===== src/rtl/anim_pkg.sv =====
// Shared types for the frame-synchronous parameter animator:
// boundary modes, config field codes and sweep states.
package anim_pkg;

    typedef enum logic [1:0] {
        MODE_HOLD   = 2'd0,
        MODE_WRAP   = 2'd1,
        MODE_BOUNCE = 2'd2,
        MODE_CLAMP  = 2'd3
    } anim_mode_t;

    localparam logic [2:0] FLD_VALUE = 3'd0;
    localparam logic [2:0] FLD_STEP  = 3'd1;
    localparam logic [2:0] FLD_MIN   = 3'd2;
    localparam logic [2:0] FLD_MAX   = 3'd3;
    localparam logic [2:0] FLD_MODE  = 3'd4;
    localparam logic [2:0] FLD_DIV   = 3'd5;

    typedef enum logic [2:0] {
        FIELD_VALUE = FLD_VALUE,
        FIELD_STEP  = FLD_STEP,
        FIELD_MIN   = FLD_MIN,
        FIELD_MAX   = FLD_MAX,
        FIELD_MODE  = FLD_MODE,
        FIELD_DIV   = FLD_DIV
    } anim_field_t;

    typedef enum logic [1:0] {
        ST_IDLE    = 2'd0,
        ST_SWEEP   = 2'd1,
        ST_PUBLISH = 2'd2
    } anim_state_t;

    function automatic anim_mode_t mode_from_bits(input logic [1:0] bits);
        return anim_mode_t'(bits);
    endfunction

endpackage


===== src/rtl/anim_step.sv =====
// Combinational step rule for one channel; shared by the sweep.
// All compares run in W+1 bits so value+step cannot overflow.
module anim_step
    import anim_pkg::*;
#(
    parameter int W = 32
) (
    input  logic [W-1:0] value,
    input  logic [W-1:0] step,
    input  logic [W-1:0] min_lim,
    input  logic [W-1:0] max_lim,
    input  anim_mode_t   mode,
    output logic [W-1:0] next_value,
    output logic [W-1:0] next_step
);

    // Negation that maps the most-negative step onto the most-positive one.
    function automatic logic [W-1:0] neg_sat(input logic [W-1:0] s);
        if (s == {1'b1, {(W-1){1'b0}}}) begin
            neg_sat = {1'b0, {(W-1){1'b1}}};
        end else begin
            neg_sat = ~s + {{(W-1){1'b0}}, 1'b1};
        end
    endfunction

    logic signed [W:0] sum_s;
    logic signed [W:0] min_x_s;
    logic signed [W:0] max_x_s;
    logic              above_s;
    logic              below_s;
    logic              inverted_s;

    assign sum_s      = $signed({value[W-1], value}) + $signed({step[W-1], step});
    assign min_x_s    = $signed({min_lim[W-1], min_lim});
    assign max_x_s    = $signed({max_lim[W-1], max_lim});
    assign above_s    = (sum_s > max_x_s);
    assign below_s    = (sum_s < min_x_s);
    assign inverted_s = (min_x_s > max_x_s);

    // Boundary handling per mode; an inverted range freezes the channel.
    always_comb begin
        next_value = value;
        next_step  = step;
        if (inverted_s) begin
            next_value = value;
            next_step  = step;
        end else begin
            case (mode)
                MODE_WRAP: begin
                    if (above_s) begin
                        next_value = min_lim;
                    end else if (below_s) begin
                        next_value = max_lim;
                    end else begin
                        next_value = sum_s[W-1:0];
                    end
                end
                MODE_BOUNCE: begin
                    if (above_s) begin
                        next_value = max_lim;
                        next_step  = neg_sat(step);
                    end else if (below_s) begin
                        next_value = min_lim;
                        next_step  = neg_sat(step);
                    end else begin
                        next_value = sum_s[W-1:0];
                    end
                end
                MODE_CLAMP: begin
                    if (above_s) begin
                        next_value = max_lim;
                    end else if (below_s) begin
                        next_value = min_lim;
                    end else begin
                        next_value = sum_s[W-1:0];
                    end
                end
                MODE_HOLD: begin
                    next_value = value;
                    next_step  = step;
                end
                default: begin
                    next_value = value;
                    next_step  = step;
                end
            endcase
        end
    end

endmodule


===== src/rtl/anim_channels.sv =====
// N-channel parameter animator: one channel stepped per cycle after each
// frame tick, then all values published together on a single edge.
module anim_channels
    import anim_pkg::*;
#(
    parameter  int N_CH  = 4,
    parameter  int W     = 32,
    parameter  int DIV_W = 8,
    localparam int CH_W  = (N_CH > 1) ? $clog2(N_CH) : 1
) (
    input  logic              clk,
    input  logic              rst_n,
    input  logic              tick,
    input  logic              cfg_valid,
    output logic              cfg_ready,
    input  logic [CH_W-1:0]   cfg_ch,
    input  logic [2:0]        cfg_field,
    input  logic [W-1:0]      cfg_data,
    output logic [N_CH*W-1:0] out_value,
    output logic              update_done,
    output logic              busy,
    output logic              overrun
);

    localparam logic [CH_W-1:0] LAST_IDX = CH_W'(N_CH - 1);

    logic [W-1:0]     value_r   [N_CH];
    logic [W-1:0]     step_r    [N_CH];
    logic [W-1:0]     min_r     [N_CH];
    logic [W-1:0]     max_r     [N_CH];
    anim_mode_t       mode_r    [N_CH];
    logic [DIV_W-1:0] div_r     [N_CH];
    logic [DIV_W-1:0] div_cnt_r [N_CH];

    anim_state_t      state_r;
    anim_state_t      state_nxt_s;
    logic [CH_W-1:0]  idx_r;
    logic [N_CH*W-1:0] out_value_r;
    logic             busy_r;
    logic             update_done_r;
    logic             overrun_r;

    logic             sweep_en_s;
    logic             publish_s;
    logic             drop_s;
    logic             cfg_ready_s;
    logic             cfg_we_s;
    logic             cfg_in_range_s;
    logic [W-1:0]     next_value_s;
    logic [W-1:0]     next_step_s;

    anim_step #(.W(W)) u_step (
        .value      (value_r[idx_r]),
        .step       (step_r[idx_r]),
        .min_lim    (min_r[idx_r]),
        .max_lim    (max_r[idx_r]),
        .mode       (mode_r[idx_r]),
        .next_value (next_value_s),
        .next_step  (next_step_s)
    );

    assign cfg_in_range_s = ({{(32-CH_W){1'b0}}, cfg_ch} < N_CH);

    // State register and sweep index.
    always_ff @(posedge clk) begin
        if (!rst_n) begin
            state_r <= ST_IDLE;
            idx_r   <= {CH_W{1'b0}};
        end else begin
            state_r <= state_nxt_s;
            if (state_r == ST_IDLE) begin
                idx_r <= {CH_W{1'b0}};
            end else if ((state_r == ST_SWEEP) && (idx_r != LAST_IDX)) begin
                idx_r <= idx_r + {{(CH_W-1){1'b0}}, 1'b1};
            end
        end
    end

    // Next-state logic.
    always_comb begin
        state_nxt_s = state_r;
        case (state_r)
            ST_IDLE: begin
                if (tick) begin
                    state_nxt_s = ST_SWEEP;
                end else begin
                    state_nxt_s = ST_IDLE;
                end
            end
            ST_SWEEP: begin
                if (idx_r == LAST_IDX) begin
                    state_nxt_s = ST_PUBLISH;
                end else begin
                    state_nxt_s = ST_SWEEP;
                end
            end
            ST_PUBLISH: state_nxt_s = ST_IDLE;
            default:    state_nxt_s = ST_IDLE;
        endcase
    end

    // State-decoded strobes; a tick outranks a config write.
    always_comb begin
        sweep_en_s  = (state_r == ST_SWEEP);
        publish_s   = (state_r == ST_PUBLISH);
        drop_s      = tick && (state_r != ST_IDLE);
        cfg_ready_s = (state_r == ST_IDLE) && !tick;
        cfg_we_s    = cfg_valid && cfg_ready_s && cfg_in_range_s;
    end

    // Per-channel working state: sweep update or config write.
    always_ff @(posedge clk) begin
        if (!rst_n) begin
            for (int i = 0; i < N_CH; i++) begin
                value_r[i]   <= {W{1'b0}};
                step_r[i]    <= {W{1'b0}};
                min_r[i]     <= {W{1'b0}};
                max_r[i]     <= {W{1'b0}};
                mode_r[i]    <= MODE_HOLD;
                div_r[i]     <= {DIV_W{1'b0}};
                div_cnt_r[i] <= {DIV_W{1'b0}};
            end
        end else if (sweep_en_s) begin
            if (div_cnt_r[idx_r] != div_r[idx_r]) begin
                div_cnt_r[idx_r] <= div_cnt_r[idx_r] + {{(DIV_W-1){1'b0}}, 1'b1};
            end else begin
                div_cnt_r[idx_r] <= {DIV_W{1'b0}};
                value_r[idx_r]   <= next_value_s;
                step_r[idx_r]    <= next_step_s;
            end
        end else if (cfg_we_s) begin
            case (anim_field_t'(cfg_field))
                FIELD_VALUE: value_r[cfg_ch] <= cfg_data;
                FIELD_STEP:  step_r[cfg_ch]  <= cfg_data;
                FIELD_MIN:   min_r[cfg_ch]   <= cfg_data;
                FIELD_MAX:   max_r[cfg_ch]   <= cfg_data;
                FIELD_MODE:  mode_r[cfg_ch]  <= mode_from_bits(cfg_data[1:0]);
                FIELD_DIV: begin
                    div_r[cfg_ch]     <= cfg_data[DIV_W-1:0];
                    div_cnt_r[cfg_ch] <= {DIV_W{1'b0}};
                end
                default: ;
            endcase
        end
    end

    // Published values: whole-vector copy on publish, single slice on VALUE write.
    always_ff @(posedge clk) begin
        if (!rst_n) begin
            out_value_r <= {(N_CH*W){1'b0}};
        end else if (publish_s) begin
            for (int i = 0; i < N_CH; i++) begin
                out_value_r[i*W +: W] <= value_r[i];
            end
        end else if (cfg_we_s && (cfg_field == FLD_VALUE)) begin
            out_value_r[cfg_ch*W +: W] <= cfg_data;
        end
    end

    // Registered status outputs.
    always_ff @(posedge clk) begin
        if (!rst_n) begin
            busy_r        <= 1'b0;
            update_done_r <= 1'b0;
            overrun_r     <= 1'b0;
        end else begin
            busy_r        <= (state_nxt_s != ST_IDLE);
            update_done_r <= publish_s;
            overrun_r     <= drop_s;
        end
    end

    assign cfg_ready   = cfg_ready_s;
    assign out_value   = out_value_r;
    assign update_done = update_done_r;
    assign busy        = busy_r;
    assign overrun     = overrun_r;

endmodule


===== config.mk =====
export PLATFORM = sky130hd
export DESIGN_NAME = anim_channels
export DESIGN_NICKNAME = d
export VERILOG_FILES = /design/src/rtl/anim_pkg.sv /design/src/rtl/anim_step.sv /design/src/rtl/anim_channels.sv
export SDC_FILE = /design/constraint.sdc
export NUM_CORES = 2
export LEC_CHECK = 0
export BUFFER_PORTS_ARGS = -buffer_cell sky130_fd_sc_hd__buf_2
export CORE_ASPECT_RATIO = 1.5
export CORE_MARGIN = 2
export CORE_UTILIZATION = 35
export CTS_BUF_LIST = sky130_fd_sc_hd__clkbuf_8
export CTS_CLUSTER_DIAMETER = 100
export DETAILED_ROUTE_END_ITERATION = 12
export PLACE_DENSITY = 0.62
export SLEW_MARGIN = 5
export SYNTH_ARGS = -nofsm -noshare
export SYNTH_HDL_FRONTEND = slang
export SYNTH_SLANG_ARGS = --single-unit

===== constraint.sdc =====
create_clock -name clk -period 8 [get_ports clk]
set_input_delay 0.8 -clock clk [delete_from_list [all_inputs] [get_ports clk]]
set_output_delay 0.8 -clock clk [all_outputs]
set_load 0.05 [all_outputs]

**Word level (Yosys, flattened, before mapping)**

Memories as Yosys holds them, arrays and structs flattened. A register that Yosys moved wholly into a read port is not among the register bits.
Index checks and enable logic that the tools add are counted.

- Register bits: 135
- Memory bits (writable): 584
- Output and inout port bits: 132
- Logic and storage cells: 165
- Memories: 7

- Add/sub/neg operators: 5
- $lt $le $gt $ge: 3
- Equal/unequal tests: 14
- Shift-type cells: 2
- Muxes and demuxes: 101
- Bitwise operators: 3
- Reduce and logical (&&, ||, !) cells: 24

Memory list:

| name | depth | bits a word | rd ports | clocked after memory_dff | wr ports | line | text |
|---|---|---|---|---|---|---|---|
| max_r | 4 | 32 | 1 | 1 | 4 | anim_channels.sv:30 | `logic [W-1:0] max_r [N_CH];` |
| min_r | 4 | 32 | 1 | 1 | 4 | anim_channels.sv:29 | `logic [W-1:0] min_r [N_CH];` |
| step_r | 4 | 32 | 1 | 1 | 4 | anim_channels.sv:28 | `logic [W-1:0] step_r [N_CH];` |
| value_r | 4 | 32 | 5 | 1 | 4 | anim_channels.sv:27 | `logic [W-1:0] value_r [N_CH];` |
| div_cnt_r | 4 | 8 | 1 | 1 | 4 | anim_channels.sv:33 | `logic [DIV_W-1:0] div_cnt_r [N_CH];` |
| div_r | 4 | 8 | 1 | 1 | 4 | anim_channels.sv:32 | `logic [DIV_W-1:0] div_r [N_CH];` |
| 1 more memories | - | - | - | - | - | - |  |

Operators by type and width:

| cell | number |
|---|---|
| 2-to-1 mux 32 bit | 16 |
| 2-to-1 mux 128 bit | 2 |
| OR reduction 32 bit | 6 |
| bitwise mux 128 bit | 1 |
| variable shift 32 x 34 -> 128 bit (first input constant) | 1 |
| indexed part select 32 x 34 -> 128 bit | 1 |
| one-hot mux 32 bit (3 select lines) | 1 |
| 2-to-1 mux 2 bit | 26 |
| 2-to-1 mux 1 bit | 50 |
| negator 7 -> 34 bit | 1 |
| adder 32 x 32 -> 33 bit | 1 |
| > comparator 33 x 32 -> 1 bit | 1 |
| < comparator 33 x 32 -> 1 bit | 1 |
| adder 32 x 1 -> 32 bit (second input constant) | 1 |
| equality test 32 bit (second input constant) | 1 |
| > comparator 32 bit | 1 |
| 2-to-1 mux 8 bit | 4 |
| inverter 32 bit | 1 |
| OR reduction 8 bit | 3 |
| adder 8 x 1 -> 8 bit (second input constant) | 1 |
| equality test 2 bit (second input constant) | 4 |
| != test 8 bit | 1 |
| equality test 3 x 2 -> 1 bit (second input constant) | 2 |
| equality test 3 bit (second input constant) | 2 |
| other kinds (13) | 23 |

**Logic depth before layout (Yosys ltp)**

- Depth in word-level cells: 9
- Gate-level depth with buffers: 32
- Depth with buffers taken out: 23

**Modules after synthesis**

Synthesis repeated with hierarchy kept, for this count alone.

- Cell total of the unflattened synthesis: 3346
- Area total of the unflattened synthesis: 38045.2 um2

By module, submodules not included:

| module | times used | cells an instance | area each (um2) | seq. area each (um2) |
|---|---|---|---|---|
| anim_channels | 1 | 2336 | 31475.2 | 20279.4 |
| anim_step | 1 | 1010 | 6570.1 | 0.0 |

**Least setup slack after synthesis**

Ideal clock, no wire load.

- Path type: register -> register
- Start point: register with a tool-made name
- End point: memory step_r[0][21], data pin
- Data arrival time: 6743 ps
- Required time: 7735 ps
- Setup slack: 992 ps
- Stages on the path, launching flop included: 30
- Clock period less this slack: 7008 ps
- Path through: dfxtp_1 > buf_6 > buf_6 > buf_6 > buf_4 > buf_4 > buf_4 > buf_2 > mux4_2 > ha_1 > and2_1 > a221oi_1 > a211o_1 > nand3_2 > o21ba_2 > o311ai_0 > inv_1 > ha_1 > nand4_1 > nor2_1 > a211oi_1 > o21ai_0 > o31a_1 > buf_4 > nand2_2 > and3_1 > buf_2 > mux2_2 > a221oi_2 > nor2_1

RTL lines:

| what | line |
|---|---|
| to (decl) | anim_channels.sv:28 |

==> metrics <==
most frequent cells in the layout=584 x sky130_fd_sc_hd__edfxtp_1, 539 x sky130_fd_sc_hd__nor2_1, 312 x sky130_fd_sc_hd__nand2_1; post-layout total power=8.684 mW; worst reg2reg endpoint=value_r[2][16]; end point of the critical path=value_r[2][16]; number of enable-type register cells in the synthesized netlist=584; post-DR vias/cell=around 5.7; clock tree from TritonCTS=yes; FF+latch count, synth=721; Fmax=133.7 MHz; Initial Util=35.33%; clock net sink count=721; routability cong.=0.9839; Routed WL per cell=27.60 um; share of flip-flops with an asynchronous set or reset after synthesis=0%; number of top-level pins=between 150 and 200; Site Rows=146; total net switching power=about 2.6 mW; total grt overflow=0; Max Root-Sink Buffers=3; unrepaired setup endpoints after global routing=false; worst skew pair latency=between 800 and 900 ps; fraction of layout cells with a size suffix above 1=18.48%; Residual DRC=0; depth of the CTS H-tree=3; overall routed net length=137.8 mm; area of the core=0.1056 mm^2; share of the core filled with cells in the final layout=39.96%; hold buffer count at cts=0; count of nets after finishing=3682; ratio of total power to cell area=205.8 mW/mm^2; Worst Tran Pin Value=1126 ps; leakage power summed over all cells=16.08 nW; Post-synth top flop=sky130_fd_sc_hd__edfxtp_1; layout overhead on the synthesized area=13.10%; run status=finished, final reports clean; TritonCTS buffer count=104; largest stage delay on the critical path=around 550 ps; Clock Power Share=around 34%; number of global-route vias before repair=approximately 28000; detailed-routing iteration count for the pre-antenna-repair pass=6; post-detail-place hpwl=96.53 mm; crit path capture type=flip-flop; register area share after synthesis=54.36%; cell count of the worst reg-to-reg path=28; sequential power share=48.4%; cell seen most often among critical-path stages=sky130_fd_sc_hd__buf_4; internal power=between 6 and 7 mW; largest fanout on the critical path=25; Max VDD drop=0.0001488 V; category of the worst setup path launch point=flip-flop; most common cell after layout, fill and taps aside=sky130_fd_sc_hd__edfxtp_1; net count after synthesis=roughly 3500; Worst Hold Class=in2reg; total of max-cap violations=0; largest net degree at the start of global routing=88; total placed instance area=0.04009 mm^2; worst max-slew margin expressed relative to the limit=between 20% and 30%; final count of pins violating max slew=0; wire length of the first global-routing pass=approximately 200 mm; Clock Root Buffer=sky130_fd_sc_hd__clkbuf_8; library cell contributing the largest single delay on the critical path=sky130_fd_sc_hd__dfxtp_4; number of antenna violations at the first check in global routing=16; register-to-register setup slack=520 ps; Hold Violations, Final=0; final setup violation count=0; Yosys warning count=0; category of the most critical setup path=reg2reg; average instance area after synthesis=between 10 and 15 um^2; Die H=403.9 um; required time of the worst setup path=8690 ps; switching share of power=29.52%; Syn Std Cell Area=about 0.037 mm^2; Worst-path clk slew=70 ps; fin crit share=93.50%; overall die area=around 0.11 mm^2; power share of the combinational group=between 15 and 20%; data arrival time of the critical path=8170 ps; PortBufs=172; Final TNS setup=0 ps; Total GRT Usage=24.83%; x dimension of the die=270.6 um; Final ANT Viol Nets=0; via count=28620; summed area of non-filler cells in the final layout=0.04219 mm^2; Max Clock Skew=slightly below 50 ps; DRC violation total after the first TritonRoute iteration=2656; number of cells produced by synthesis=between 3000 and 4000; fin crit period=7480 ps; number of distinct standard cells referenced by the synthesized netlist=95
==> registers in the layout, indices dropped and copies added, names as in the netlist, named ones only <==
name / count
max_r: 128
min_r: 128
out_value: 128
step_r: 128
value_r: 128
div_cnt_r: 32
div_r: 32
mode_r: 8
idx_r: 2
state_r: 2
busy: 1
overrun: 1
update_done: 1
==> per-layer routing <==
layer  GRT usage [%]  vias to the layer above  part of all wire, %
met5               0                        -                0.085
met3           4.438                      447                  7.1
met1           26.79                    14170                   34
met4           19.77                       14                  9.1
met2           42.85                     1313                   50
li1                -                    12680                    -
==> power by group through the flow <==
stage	logic, mW	registers (mW)	clock network [mW]
5_1_grt	1.64	4.21	3.11
2_1_floorplan	0.910	4.27	0
3_3_place_gp	1.50	4.28	0
3_5_place_dp	1.50	4.29	0
6_report	1.55	4.21	2.93
4_1_cts	1.51	4.21	2.96
==> stage by stage <==
step	worst slack (ps)	std cells	hold WS [ps]
after floorplan	992.0	3344	480.3
after global placement	296.5	4801	480.9
after detailed placement	232.5	4801	483.0
after CTS	138.1	4990	216.9
after global routing	6.686	4994	259.8
final	519.6	4995	271.9
==> cell families (layout without fill, tap and decap cells) <==
kind of cell,Yosys count,after routing,synth area share (%)
other,0,2,0
flip-flops,721,721,54.36
adder cells (fa/ha/maj),137,137,4.615
XOR/XNOR,43,43,1.010
multiplexers,156,156,8.972
buffers and inverters,464,707,5.068
AO/OA/AOI/OAI,686,686,12.64
AND/OR/NAND/NOR,1137,1137,13.34
==> layout make-up <==
type,count,area (um^2)
Antenna cell,2,5.005
Clock buffer,114,1569
Clock inverter,75,461.7
Fill cell,10390,63390
Inverter,230,865.8
Multi-Input combinational cell,2159,15440
Sequential cell,721,20290
Tap cell,1406,1759
Timing Repair Buffer,288,1807
==> what timing repair did <==
action	in CTS	in global routing
buffers inserted	0	3
endpoints found under the setup margin	0	98
gates resized for setup	0	9
==> worst min path at each step <==
| stage | start | to | slack [ps] | cells after the start |
|---|---|---|---|---|
| floorplan | state_r[1] | state_r[0] | 480 | 1 |
| global placement | out_value[5] | out_value[5] | 480 | 2 |
| detailed placement | out_value[0] | out_value[0] | 480 | 2 |
| CTS | tick | overrun | 220 | 2 |
| global route | tick | overrun | 260 | 2 |
| finish | tick | overrun | 270 | 2 |
==> worst max-delay path, delay by kind of cell, from the launching register on <==
| kind | cells | cell delay (ps) |
|---|---|---|
| DFF | 1 | 550 |
| and+or+nand+nor | 7 | 1290 |
| buffers and inverters | 6 | 1200 |
| adders and majority gates | 3 | 1000 |
| AOI/OAI and AO/OA | 11 | 2980 |
| muxes | 1 | 300 |
==> synth_stat cells (all sizes together) (31+ instances only) <==
cell type	instances	area (um^2)
o21ai	110	550.5
nand3	55	297.8
nand4	37	246.5
inv	229	859.6
nor2	549	2078
a222oi	33	330.3
nand2	317	1192
clkbuf	162	608.1
nor3	60	336.6
mux4	142	3198
buf	72	419.1
a21oi	197	989.7
and2	35	219.0
ha	136	1702
edfxtp	584	17540
a22oi	109	818.3
dfxtp	137	2743
xnor2	31	271.5
Power figures use the tool's default switching activity.
